[config.mk]
export PLATFORM = sky130hd
export DESIGN_NAME = serial_subtractor
export DESIGN_NICKNAME = d
export VERILOG_FILES = /design/src/rtl/serial_subtractor_pkg.sv /design/src/rtl/serial_subtractor_full_subtractor.sv /design/src/rtl/serial_subtractor.sv
export SDC_FILE = /design/constraint.sdc
export NUM_CORES = 1
export LEC_CHECK = 0
export CORE_ASPECT_RATIO = 1.25
export CORE_UTILIZATION = 45
export DETAILED_ROUTE_END_ITERATION = 6
export DONT_BUFFER_PORTS = 1
export GPL_TIMING_DRIVEN = 1
export HOLD_SLACK_MARGIN = 0.02
export MAX_ROUTING_LAYER = met4
export SYNTH_ARGS = -nofsm -noshare
export SYNTH_HDL_FRONTEND = slang
export SYNTH_SLANG_ARGS = --single-unit
[constraint.sdc]
create_clock -name clk -period 1.6 [get_ports clk]
set_input_delay 0.24 -clock clk [delete_from_list [all_inputs] [get_ports clk]]
set_output_delay 0.24 -clock clk [all_outputs]
set_load 0.005 [all_outputs]
[src/rtl/serial_subtractor_pkg.sv]
// serial_subtractor_pkg
//   Shared definitions for the bit-serial subtractor: FSM state
//   encoding and the default operand width.
package serial_subtractor_pkg;

    localparam int unsigned SS_DEFAULT_WIDTH = 8;
    localparam int unsigned SS_DEFAULT_CNT_W = 4;

    typedef enum logic [1:0] {
        S_IDLE  = 2'd0,
        S_SHIFT = 2'd1,
        S_DONE  = 2'd2
    } ss_state_t;

endpackage

[src/rtl/serial_subtractor_full_subtractor.sv]
// full_subtractor
//   Single-bit combinational full subtractor: d = x - y - bin.
//   Ports:
//     x    : minuend bit
//     y    : subtrahend bit
//     bin  : borrow in
//     d    : difference bit
//     bout : borrow out
module full_subtractor (
    input  logic x,
    input  logic y,
    input  logic bin,
    output logic d,
    output logic bout
);

    assign d    = x ^ y ^ bin;
    assign bout = (~x & y) | (~(x ^ y) & bin);

endmodule

[src/rtl/serial_subtractor.sv]
// serial_subtractor
//   Bit-serial unsigned subtractor. Computes a - b modulo 2^WIDTH, one
//   bit per clock, LSB first, through a single full-subtractor cell with
//   a registered borrow. Start/ready/done handshake; all outputs are
//   registered.
//   Ports:
//     clk        : rising-edge clock
//     rst        : synchronous active-high reset
//     start      : request, sampled only while ready=1
//     a, b       : minuend / subtrahend, captured on the accepting edge
//     ready      : high in IDLE
//     busy       : high while bits are being processed
//     done       : one-cycle pulse when diff/borrow_out are final
//     diff       : a - b mod 2^WIDTH, held until the next accepted start
//     borrow_out : final borrow (1 when a < b), held with diff
module serial_subtractor
    import serial_subtractor_pkg::*;
#(
    parameter int unsigned WIDTH = SS_DEFAULT_WIDTH,
    parameter int unsigned CNT_W = SS_DEFAULT_CNT_W
) (
    input  logic             clk,
    input  logic             rst,
    input  logic             start,
    input  logic [WIDTH-1:0] a,
    input  logic [WIDTH-1:0] b,
    output logic             ready,
    output logic             busy,
    output logic             done,
    output logic [WIDTH-1:0] diff,
    output logic             borrow_out
);

    ss_state_t        r_state;
    ss_state_t        w_state_next;

    logic [WIDTH-1:0] r_sa;
    logic [WIDTH-1:0] r_sb;
    logic [WIDTH-1:0] r_diff;
    logic [CNT_W-1:0] r_cnt;
    logic             r_bw;
    logic             r_ready;
    logic             r_busy;
    logic             r_done;

    logic             w_d;
    logic             w_bout;
    logic             w_last_bit;

    full_subtractor u_fs (
        .x    (r_sa[0]),
        .y    (r_sb[0]),
        .bin  (r_bw),
        .d    (w_d),
        .bout (w_bout)
    );

    assign w_last_bit = (r_cnt == CNT_W'(WIDTH - 1));

    always_comb begin
        w_state_next = r_state;
        case (r_state)
            S_IDLE:  if (start)      w_state_next = S_SHIFT;
            S_SHIFT: if (w_last_bit) w_state_next = S_DONE;
            S_DONE:                  w_state_next = S_IDLE;
            default:                 w_state_next = S_IDLE;
        endcase
    end

    // Handshake flags are registered from the next state so they line
    // up exactly with the state they describe.
    always_ff @(posedge clk) begin
        if (rst) begin
            r_state <= S_IDLE;
            r_ready <= 1'b1;
            r_busy  <= 1'b0;
            r_done  <= 1'b0;
            r_sa    <= '0;
            r_sb    <= '0;
            r_diff  <= '0;
            r_cnt   <= '0;
            r_bw    <= 1'b0;
        end else begin
            r_state <= w_state_next;
            r_ready <= (w_state_next == S_IDLE);
            r_busy  <= (w_state_next == S_SHIFT);
            r_done  <= (w_state_next == S_DONE);
            case (r_state)
                S_IDLE: begin
                    if (start) begin
                        r_sa   <= a;
                        r_sb   <= b;
                        r_bw   <= 1'b0;
                        r_cnt  <= '0;
                        r_diff <= '0;
                    end
                end
                S_SHIFT: begin
                    // Result bits enter at the MSB so that after WIDTH
                    // shifts the first (LSB) result bit sits at bit 0.
                    r_diff <= {w_d, r_diff[WIDTH-1:1]};
                    r_sa   <= r_sa >> 1;
                    r_sb   <= r_sb >> 1;
                    r_bw   <= w_bout;
                    r_cnt  <= r_cnt + 1'b1;
                end
                default: ;
            endcase
        end
    end

    assign ready      = r_ready;
    assign busy       = r_busy;
    assign done       = r_done;
    assign diff       = r_diff;
    assign borrow_out = r_bw;

endmodule

# --- Word-level counts from Yosys, hierarchy flattened ---
# Cells that the tools add are included.
word_totals:
  regBits: 34
  wordCells: 39
  input_bits: 19
  output_inout_bits: 12
op_classes:
  n_bitwise: 7
  reduce_logical: 4
  n_eq_ne: 5
  n_addsub: 1
  muxes: 13
ops:
  columns: ["cell", "count"]
  rows:
  - ["$pmux 8 s2", 3]
  - ["$mux 8", 3]
  - ["$pmux 4 s2", 1]
  - ["$add 4x1->4 const B", 1]
  - ["$eq 2x1->1 const B", 2]
  - ["$eq 4x3->1 const B", 1]
  - ["$logic_not 2->1", 2]
  - ["$mux 2", 2]
  - ["$mux 4", 1]
  - ["$pmux 2 s2", 1]
  - ["$and 1x1->1", 2]
  - ["$eq 2x2->1 const B", 1]
  - ["$ne 2x2->1 const B", 1]
  - ["$not 1->1", 2]
  - ["$pmux 1 s2", 1]
  - ["$reduce_and 2->1", 1]
  - ["$reduce_bool 2->1", 1]
  - ["$xor 1x1->1", 2]
  - ["$mux 1", 1]
  - ["$or 1x1->1", 1]

# --- Logic depth before layout (Yosys ltp) ---
# Gate-level depths: netlist (run 1).
logic_depth:
  depth_word: 5
  depth_mapped: 5
  depth_no_buf: 4

# --- Cells and area by module ---
# From an unflattened synthesis (run 1), not the netlist that was laid out.
hier_totals:
  hier_cells: 166
  area_unflattened_um2: 1524.0
modules_own_cells:
  columns: ["mod", "instances", "area_per_inst_um2", "cells_each", "seq_area_each_um2"]
  rows:
  - ["serial_subtractor", 1, 1492.7, 162, 680.7]
  - ["full_subtractor", 1, 31.3, 4, 0.0]

# --- Worst setup path after synthesis (run 1) ---
# OpenSTA, ideal clock, no wires.
synth_timing:
  path_type: "flip-flop to flip-flop"
  startpoint: "register r_bw, in the netlist borrow_out"
  endpoint: "register r_diff[7], in the netlist diff[7]"
  t_required_ns: 1.483
  stages_incl_launch_ff: 4
  period_less_slack_ns: 1.183
  setup_slack_ns: 0.417
  arrival_ns: 1.066
  path_cell_list: "dfxtp_1 > fa_1 > inv_1 > a22o_1"
synth_between:
  elab_chain_len: 2
synth_rtl:
  columns: ["element", "line_no", "text"]
  rows:
  - ["start, declared", "serial_subtractor.sv:41", "logic r_bw;"]
  - ["start signal, assigned", "serial_subtractor.sv:104", "r_bw <= w_bout;"]
  - ["$xor 1x1->1", "serial_subtractor_full_subtractor.sv:17", "assign d = x ^ y ^ bin;"]
  - ["$pmux 8 s2", "serial_subtractor.sv:88", "case (r_state)"]
  - ["end signal, assigned", "serial_subtractor.sv:101", "r_diff <= {w_d, r_diff[WIDTH-1:1]};"]
  - ["end, declared", "serial_subtractor.sv:39", "logic [WIDTH-1:0] r_diff;"]
# Every way passes these cells.
# A chain may end at the register's enable or synchronous reset.

# --- Worst setup path after layout (run 1) ---
layout_timing:
  startpoint: "register r_state[0]"
  endpoint: "register r_cnt[3]"
layout_between:
  elab_chain_len: 3
  word_cells_on_any_way: 6
layout_rtl:
  columns: ["element", "line_no", "text"]
  rows:
  - ["start, declared", "serial_subtractor.sv:34", "ss_state_t r_state;"]
  - ["start signal, assigned", "serial_subtractor.sv:84", "r_state <= w_state_next;"]
  - ["$eq 2x1->1 or $logic_not 2->1 (tied branches)", "serial_subtractor.sv:88", null]
  - ["$reduce_bool 2->1 (no line) or $ne 2x2->1 (tied branches)", null, null]
  - ["$reduce_and 2->1 (no line)", null, null]
  - ["end signal, assigned", "serial_subtractor.sv:105", "r_cnt <= r_cnt + 1'b1;"]
  - ["end, declared", "serial_subtractor.sv:40", "logic [CNT_W-1:0] r_cnt;"]
# Parallel ways exist; a longest one is shown, timed or not.

==> results of run 1 <==
-- metrics by stage --
stage               hold slack, ns  utilization [%]
finish                     0.06080            49.83
detailed placement          0.3155            47.73
CTS                        0.04660            49.83
global route               0.05452            49.83
global placement            0.3143            47.73
floorplan                   0.3883                -
-- final timing paths --
kind                                         endpoint  cells after the start
worst min register to register   r_sb[1]$_SDFFE_PP0P_                      2
worst max-delay path            r_cnt[3]$_SDFFE_PP0P_                      3
worst max register to register  r_cnt[3]$_SDFFE_PP0P_                      3
worst min-delay path             r_sa[7]$_SDFFE_PP0P_                      2
-- metal layers --
| layer | vias up | global-route usage, % | wire, um |
|---|---|---|---|
| met2 | 26 | 33.55 | 1387 |
| met5 | - | - | 0 |
| li1 | 530 | - | - |
| met3 | 4 | 5.314 | 118 |
| met4 | 0 | 11.15 | 42 |
| met1 | 520 | 23.07 | 1317 |
-- logic make-up (layout without fill, tap and decap cells) --
| family | Yosys count | in the layout |
|---|---|---|
| AO/OA/AOI/OAI | 49 | 49 |
| buffers and inverters | 16 | 16 |
| AND/OR/NAND/NOR | 43 | 43 |
| flip-flops | 34 | 34 |
| adder cells (fa/ha/maj) | 2 | 2 |
-- cell usage in the layout, fill, tap and decap left out, types with 2 or more instances in the layout --
cell	n
sky130_fd_sc_hd__nor2_1	29
sky130_fd_sc_hd__a211oi_1	13
sky130_fd_sc_hd__o22ai_1	2
sky130_fd_sc_hd__nand2_1	2
sky130_fd_sc_hd__and4_1	2
sky130_fd_sc_hd__o2bb2ai_1	12
sky130_fd_sc_hd__clkbuf_4	5
sky130_fd_sc_hd__a22oi_1	2
sky130_fd_sc_hd__a22o_1	10
sky130_fd_sc_hd__dfxtp_1	34
sky130_fd_sc_hd__nand3_1	2
sky130_fd_sc_hd__o21ai_0	2
sky130_fd_sc_hd__a41oi_1	2
sky130_fd_sc_hd__inv_1	4
sky130_fd_sc_hd__nor3b_1	3
sky130_fd_sc_hd__a21oi_1	2
sky130_fd_sc_hd__buf_4	4
-- power by group through the flow --
| stage | clock, mW | combinational (mW) | sequential (mW) |
|---|---|---|---|
| after floorplan | 0 | 0.130 | 0.932 |
| after global placement | 0 | 0.144 | 0.937 |
| after detailed placement | 0 | 0.148 | 0.939 |
| after CTS | 0.478 | 0.157 | 0.920 |
| after global routing | 0.521 | 0.176 | 0.927 |
| final | 0.462 | 0.156 | 0.919 |
-- state kept, by name (all words and copies together) (netlist names) --
signal,cells
r_sa,8
done,1
borrow_out,1
r_state,2
ready,1
r_cnt,4
r_sb,8
busy,1
diff,8
-- worst register-to-register path: stages (launching register included) --
cell,delay (ns)
sky130_fd_sc_hd__dfxtp_1,0.38
sky130_fd_sc_hd__inv_2,0.14
sky130_fd_sc_hd__or4_1,0.52
sky130_fd_sc_hd__a31oi_1,0.16
-- area by class of cell --
class / count / area share (%)
Clock buffer: 6 / 3.528
Sequential cell: 34 / 46.82
Multi-Input combinational cell: 94 / 42.51
Tap cell: 36 / 3.098
Inverter: 5 / 1.291
Timing Repair Buffer: 5 / 2.754
-- timing repair --
item                      in CTS  in global routing
hold buffers                   1                  0
buffers inserted               0                  0
hold endpoints to repair      19                  0
==> run summary, run 1 <==
RUN STATUS
--------------------------------------------------------------------------------------------------
Run status                                                                               completed

GRT
--------------------------------------------------------------------------------------------------
Remaining global-route overflow                                                                  0
Global-route total usage across every layer                                                 20.80%
Antenna violations before repair                                                                 0
Via count of the first global-routing pass                                                   1,057
Maximum number of pins on one net before global-route repair                                    20
Wire length of the first global-routing pass                                               4864 um

ROUTE
--------------------------------------------------------------------------------------------------
Sum of routed wire length over all layers                                                  2865 um
Number of nets with antenna violations after routing                                             0
Via count of the routed design                                                               1,080
Routed vias/inst                                                                             6.000
Number of violations reported at the end of detailed-routing iteration 0                        11
Pre-Repair DR Iteration Count                                                                    4
DR DRC count                                                                                     0
Routed wire per std cell                                                                  15.92 um

SYNTH
--------------------------------------------------------------------------------------------------
Biggest area consumer among synthesized cells                                         sky130_fd_sc_hd__dfxtp_1
Most frequent cell after synthesis                                                    sky130_fd_sc_hd__dfxtp_1
Warnings, synthesis                                                                              0
Number of enable flip-flop cells after synthesis                                                 0
Post-Syn Instances                                                                             144
XOR/XNOR Fraction of Synth Area                                                                 0%
Synth Area in Adders                                                                        2.381%
Netlist Area Pre-Place                                                                    1366 um2
Post-synthesis sequential area ratio                                                        49.82%
Primary FF master, synth                                                              sky130_fd_sc_hd__dfxtp_1
Multiplexer share of the synthesized area                                                       0%
Average cell area after synthesis                                                        9.488 um2
Post-synth top cells                                                                  sky130_fd_sc_hd__dfxtp_1, sky130_fd_sc_hd__nor2_1, sky130_fd_sc_hd__a211oi_1
Distinct cell type count after synthesis                                                        31
Top area cells in the synthesized netlist                                             sky130_fd_sc_hd__dfxtp_1, sky130_fd_sc_hd__nor2_1, sky130_fd_sc_hd__o2bb2ai_1
Simple-gate share of the synthesized area                                                   14.47%
Area fraction of the dominant cell type after synthesis                                     49.82%
Share of async-settable or async-resettable flops after synthesis                               0%
Synthesis-stage register bit count                                                              34
Main combinational cell family by area after synthesis                                compound AO/OA/AOI/OAI gates
Share of the synthesized area in compound gates (AO/OA/AOI/OAI)                             28.39%
Net count of the mapped netlist                                                                165

CRITICAL PATH
--------------------------------------------------------------------------------------------------
Cell-by-cell listing of the critical path                                             inv_2 -> or4_1 -> a31oi_1
Kind of end point of the critical path                                                   flip-flop
Crit-path slowest cell                                                                sky130_fd_sc_hd__or4_1
Slowest stage delay, CP                                                                    0.52 ns
Worst-case register-to-register setup slack                                                0.32 ns
Kind of cell adding the most delay to the critical path                               simple AND/OR/NAND/NOR gates
Type of element launching the critical path                                              flip-flop
Startpoint of the lowest-slack register-to-register path                              r_state[0]$_SDFF_PP0_
Worst Path Required                                                                        1.85 ns
Worst Setup SP                                                                        r_state[0]$_SDFF_PP0_
Count of buffering cells on the critical path with inverters included                            1
Critical path data arrival time                                                            1.53 ns
Worst Setup Path Type                                                                 flip-flop to flip-flop
Worst-path maximum fanout                                                                       16

WORST HOLD PATH
--------------------------------------------------------------------------------------------------
Hold wc startpoint                                                                            a[7]
Hold/Removal Path Class                                                               input port to flip-flop

PWR
--------------------------------------------------------------------------------------------------
Sw power                                                                                 0.3788 mW
Design internal power                                                                     1.158 mW
Net Sw Frac                                                                                 24.65%
Standby leakage power                                                                    0.5418 nW
Combinational Power Share                                                                    10.1%
Power per standard cell area                                                           1057 nW/um2
Maximum VDD drop                                                                          484.9 uV
Final Power                                                                               1.537 mW
Power share of the sequential group                                                          59.8%
Fraction of power consumed by the clock network                                              30.1%

CLOCK NETWORK
--------------------------------------------------------------------------------------------------
Clock transition time at the flip-flop clock pins of the worst setup and hold paths        0.10 ns
CTS Buffer Depth                                                                                 2
CTS sink count                                                                                  34
Clock insertion delay at the later pin of the skew report                                  0.32 ns
Root buffer selected by CTS                                                           sky130_fd_sc_hd__clkbuf_4
Clock tree from TritonCTS                                                                     done
Htree depth                                                                                      2
Total clock buffers created by CTS                                                               5
Number of resized instances in the post-cts repair step                                          0

CELLS AND AREA
--------------------------------------------------------------------------------------------------
Fillcell total                                                                                 304
Share of layout cells above drive strength 1                                                9.028%
Net count, final                                                                               166
Non-Filler Instances                                                                           180
Area Growth Syn to Fin                                                                      6.410%
FF/Latch Area                                                                            680.7 um2
Number of antenna diodes                                                                         0
Area of the multi-input gates                                                            618.1 um2
Finished layout cell area                                                                 1454 um2

TIMING
--------------------------------------------------------------------------------------------------
Final period demand of the worst path                                                     1.278 ns
Number of hold violations in the final report                                                    0
Worst max-slew margin expressed relative to the limit                                       52.58%
Final slew viol count                                                                            0
Post-route fraction of the period consumed by the critical path                             79.89%
Slew at the pin with the worst max-slew slack                                            0.7090 ns
Fmax achieved                                                                           0.7823 GHz
RSZ-0062 raised after global routing                                                         false
Final setup violation count                                                                      0
Smallest setup slack after layout                                                        0.3218 ns
Sum Neg Setup Slack                                                                           0 ns
Clk_skew                                                                               0.005189 ns

FLOORPLAN
--------------------------------------------------------------------------------------------------
Effective utilization at floorplan                                                          46.83%
Area of the core                                                                          2918 um2
Die Y                                                                                     63.61 um
X dimension of the die                                                                    51.29 um
Row cnt                                                                                         22
Die area                                                                                  3262 um2
Number of ports placed on the die boundary                                                      31

PLACED DESIGN
--------------------------------------------------------------------------------------------------
Detailed-placement wirelength estimate                                                     1912 um
Post-Place Setup Slack                                                                   0.3353 ns
I/O Buffers                                                                                      0
Gpl congestion                                                                              0.7709
Placed Instance Area                                                                      1393 um2
Number of placed cells counting well taps                                                      173

FLOW RUN
--------------------------------------------------------------------------------------------------
Max-Cap Viols                                                                                    0

Note: power is estimated with default switching activity, not from simulation.
==> run 2, diff against run 1 <==
clock period = 1.3 ns   (was 1.6 ns; I/O delays follow)
==> run summary, run 2 (synthesis results as in run 1) <==
RUN STATUS
--------------------------------------------------------------------------------------------------
Run status                                                                               completed

ROUTE
--------------------------------------------------------------------------------------------------
Number of violations reported at the end of detailed-routing iteration 0                        30   +19
Via count of the routed design                                                               1,109   +2.7%
Routed wire per std cell                                                                  15.30 um   -3.9%
Number of nets with antenna violations after routing                                             0   unchanged
Sum of routed wire length over all layers                                                  2923 um   +2.0%
Routed vias/inst                                                                             5.806   -3.2%
DR DRC count                                                                                     0   unchanged
Pre-Repair DR Iteration Count                                                                    4   unchanged

TIMING
--------------------------------------------------------------------------------------------------
Fmax achieved                                                                           0.8373 GHz   +7.0%
Smallest setup slack after layout                                                        0.1056 ns   -0.2161 ns
Number of hold violations in the final report                                                    0   unchanged
Hold Worst Slack                                                                        0.04805 ns   -0.01275 ns
Final setup violation count                                                                      0   unchanged
Final slew viol count                                                                            0   unchanged
RSZ-0062 raised after global routing                                                         false
Slew at the pin with the worst max-slew slack                                            0.7336 ns   +0.02461 ns
Clk_skew                                                                               0.007215 ns   +0.002026 ns
Post-route fraction of the period consumed by the critical path                             91.87%   +12 points
Final period demand of the worst path                                                     1.194 ns   -0.08385 ns
Sum Neg Setup Slack                                                                           0 ns   unchanged
Worst max-slew margin expressed relative to the limit                                       50.93%   -1.6 points

PWR
--------------------------------------------------------------------------------------------------
Final Power                                                                               1.945 mW   +27%
Power per standard cell area                                                           1266 nW/um2   +20%
Standby leakage power                                                                    0.5912 nW   +9.1%
Maximum VDD drop                                                                          762.3 uV   +57%

CELLS AND AREA
--------------------------------------------------------------------------------------------------
Most used cells in the layout excluding fill and tap cells                            sky130_fd_sc_hd__dfxtp_1, sky130_fd_sc_hd__nor2_1, sky130_fd_sc_hd__a211oi_1
Final design utilization                                                                    52.66%   +2.8 points
Share of layout cells above drive strength 1                                                14.19%   +5.2 points
Area Growth Syn to Fin                                                                      12.45%
Finished layout cell area                                                                 1536 um2   +5.7%
Number of antenna diodes                                                                         0   unchanged
Most common library cell in the layout ignoring fill and taps                         sky130_fd_sc_hd__dfxtp_1
Non-Filler Instances                                                                           191   +6.1%
Net count, final                                                                               175   +5.4%

CLOCK NETWORK
--------------------------------------------------------------------------------------------------
Root buffer selected by CTS                                                           sky130_fd_sc_hd__clkbuf_4
CTS sink count                                                                                  34   unchanged
Htree depth                                                                                      2   unchanged
Clock transition time at the flip-flop clock pins of the worst setup and hold paths        0.10 ns   about the same
Number of buffers inserted to repair setup after CTS                                             0   unchanged
Clock tree from TritonCTS                                                                     done
Total clock buffers created by CTS                                                               5   unchanged
Clock insertion delay at the later pin of the skew report                                  0.33 ns   about the same
CTS Buffer Depth                                                                                 2   unchanged

FLOORPLAN
--------------------------------------------------------------------------------------------------
Die Y                                                                                     63.61 um   unchanged
Die area                                                                                  3262 um2   unchanged
Area of the core                                                                          2918 um2   unchanged
Row cnt                                                                                         22   unchanged
Effective utilization at floorplan                                                          46.83%   unchanged
X dimension of the die                                                                    51.29 um   unchanged
Number of ports placed on the die boundary                                                      31   unchanged

PLACED DESIGN
--------------------------------------------------------------------------------------------------
Detailed-placement wirelength estimate                                                     1981 um   +3.6%
Number of placed cells counting well taps                                                      180   +4.0%
Post-Place Setup Slack                                                                  0.07146 ns   -0.2638 ns
I/O Buffers                                                                                      0   unchanged
Placed Instance Area                                                                      1445 um2   +3.8%
Gpl congestion                                                                              0.8173   +6.0%

CRITICAL PATH
--------------------------------------------------------------------------------------------------
Critical R2R Capture                                                                  diff[7]$_SDFFE_PP0P_
Startpoint of the lowest-slack register-to-register path                              borrow_out$_SDFFE_PP0P_
R2R depth                                                                                        3   unchanged
Worst-path maximum fanout                                                                        2   -14
Kind of end point of the critical path                                                   flip-flop
Worst Setup Path Type                                                                 flip-flop to flip-flop
Type of element launching the critical path                                              flip-flop
Worst Path Required                                                                        1.53 ns   -0.32 ns
Worst-case register-to-register setup slack                                                0.11 ns   -0.22 ns
Critical path data arrival time                                                            1.43 ns   -0.10 ns

GRT
--------------------------------------------------------------------------------------------------
Antenna violations before repair                                                                 0   unchanged
Wire length of the first global-routing pass                                               4912 um   +0.99%
Via count of the first global-routing pass                                                   1,088   +2.9%
Remaining global-route overflow                                                                  0   unchanged
Global-route total usage across every layer                                                 21.01%   +0.20 points
Maximum number of pins on one net before global-route repair                                    20   unchanged

FLOW RUN
--------------------------------------------------------------------------------------------------
Max-Cap Viols                                                                                    0   unchanged

WORST HOLD PATH
--------------------------------------------------------------------------------------------------
Hold Path Sink                                                                        ready$_SDFF_PP1_
Hold/Removal Path Class                                                               input port to flip-flop
Number of cells traversed by the worst hold path                                                 1   -1
Hold wc startpoint                                                                           start

run 2: changes by cell type in the layout (fill, tap and decap cells not counted), sizes merged:
cell and delta:
buf +7, dlygate4sd3 +2, clkinv +1, clkbuf +1
run 2: worst max-delay path by stage:
stage / end / start / slack (ns) / depth (start not counted)
6_report: diff[7]$_SDFFE_PP0P_ / borrow_out$_SDFFE_PP0P_ / 0.11 / 3
3_3_place_gp: diff[7]$_SDFFE_PP0P_ / borrow_out$_SDFFE_PP0P_ / 0.13 / 3
2_1_floorplan: diff[7]$_SDFFE_PP0P_ / borrow_out$_SDFFE_PP0P_ / 0.12 / 3
3_5_place_dp: r_cnt[3]$_SDFFE_PP0P_ / r_state[0]$_SDFF_PP0_ / 0.07 / 3
4_1_cts: r_cnt[3]$_SDFFE_PP0P_ / r_state[0]$_SDFF_PP0_ / 0.05 / 3
5_1_grt: r_cnt[2]$_SDFFE_PP0P_ / r_cnt[0]$_SDFFE_PP0P_ / 0.02 / 4
run 2: critical path, stage by stage (launching register included):
cell and delay, ns:
sky130_fd_sc_hd__dfxtp_1 0.34, sky130_fd_sc_hd__fa_1 0.53, sky130_fd_sc_hd__inv_1 0.04, sky130_fd_sc_hd__a22o_1 0.19
run 2: layout make-up:
type                            count  area [um2]
Fill cell                         284        1381
Sequential cell                    34       681.9
Multi-Input combinational cell     94       618.1
Timing Repair Buffer               14       112.6
Clock buffer                        7       55.05
Tap cell                           36       45.04
Inverter                            5       18.77
Clock inverter                      1       5.005
run 2: what timing repair did:
item	4_1_cts	5_1_grt
hold buffers	3	0
setup endpoints to repair	0	4
hold endpoints to repair	19	0
resized for setup	0	1
run 2: routing by layer:
metal	up-vias	GRT usage (%)	share of wire, %	wire length, um
li1	551	-	-	-
met1	523	23.66	46	1342
met2	31	32.57	47	1386
met3	4	8.454	5.5	161
met4	0	8.784	1.1	31
met5	-	-	0	0
run 2: power by group:
part           switching (mW)  internal [mW]  leakage, nW
combinational           0.110         0.0996        0.277
sequential             0.0334           1.10        0.279
clock                   0.342          0.262       0.0353
==> run 3, diff against run 2 <==
CAP_MARGIN = 20   (was default)
==> results of run 3 <==
The final DEF is identical to that of run 2; final timing and power are the same.
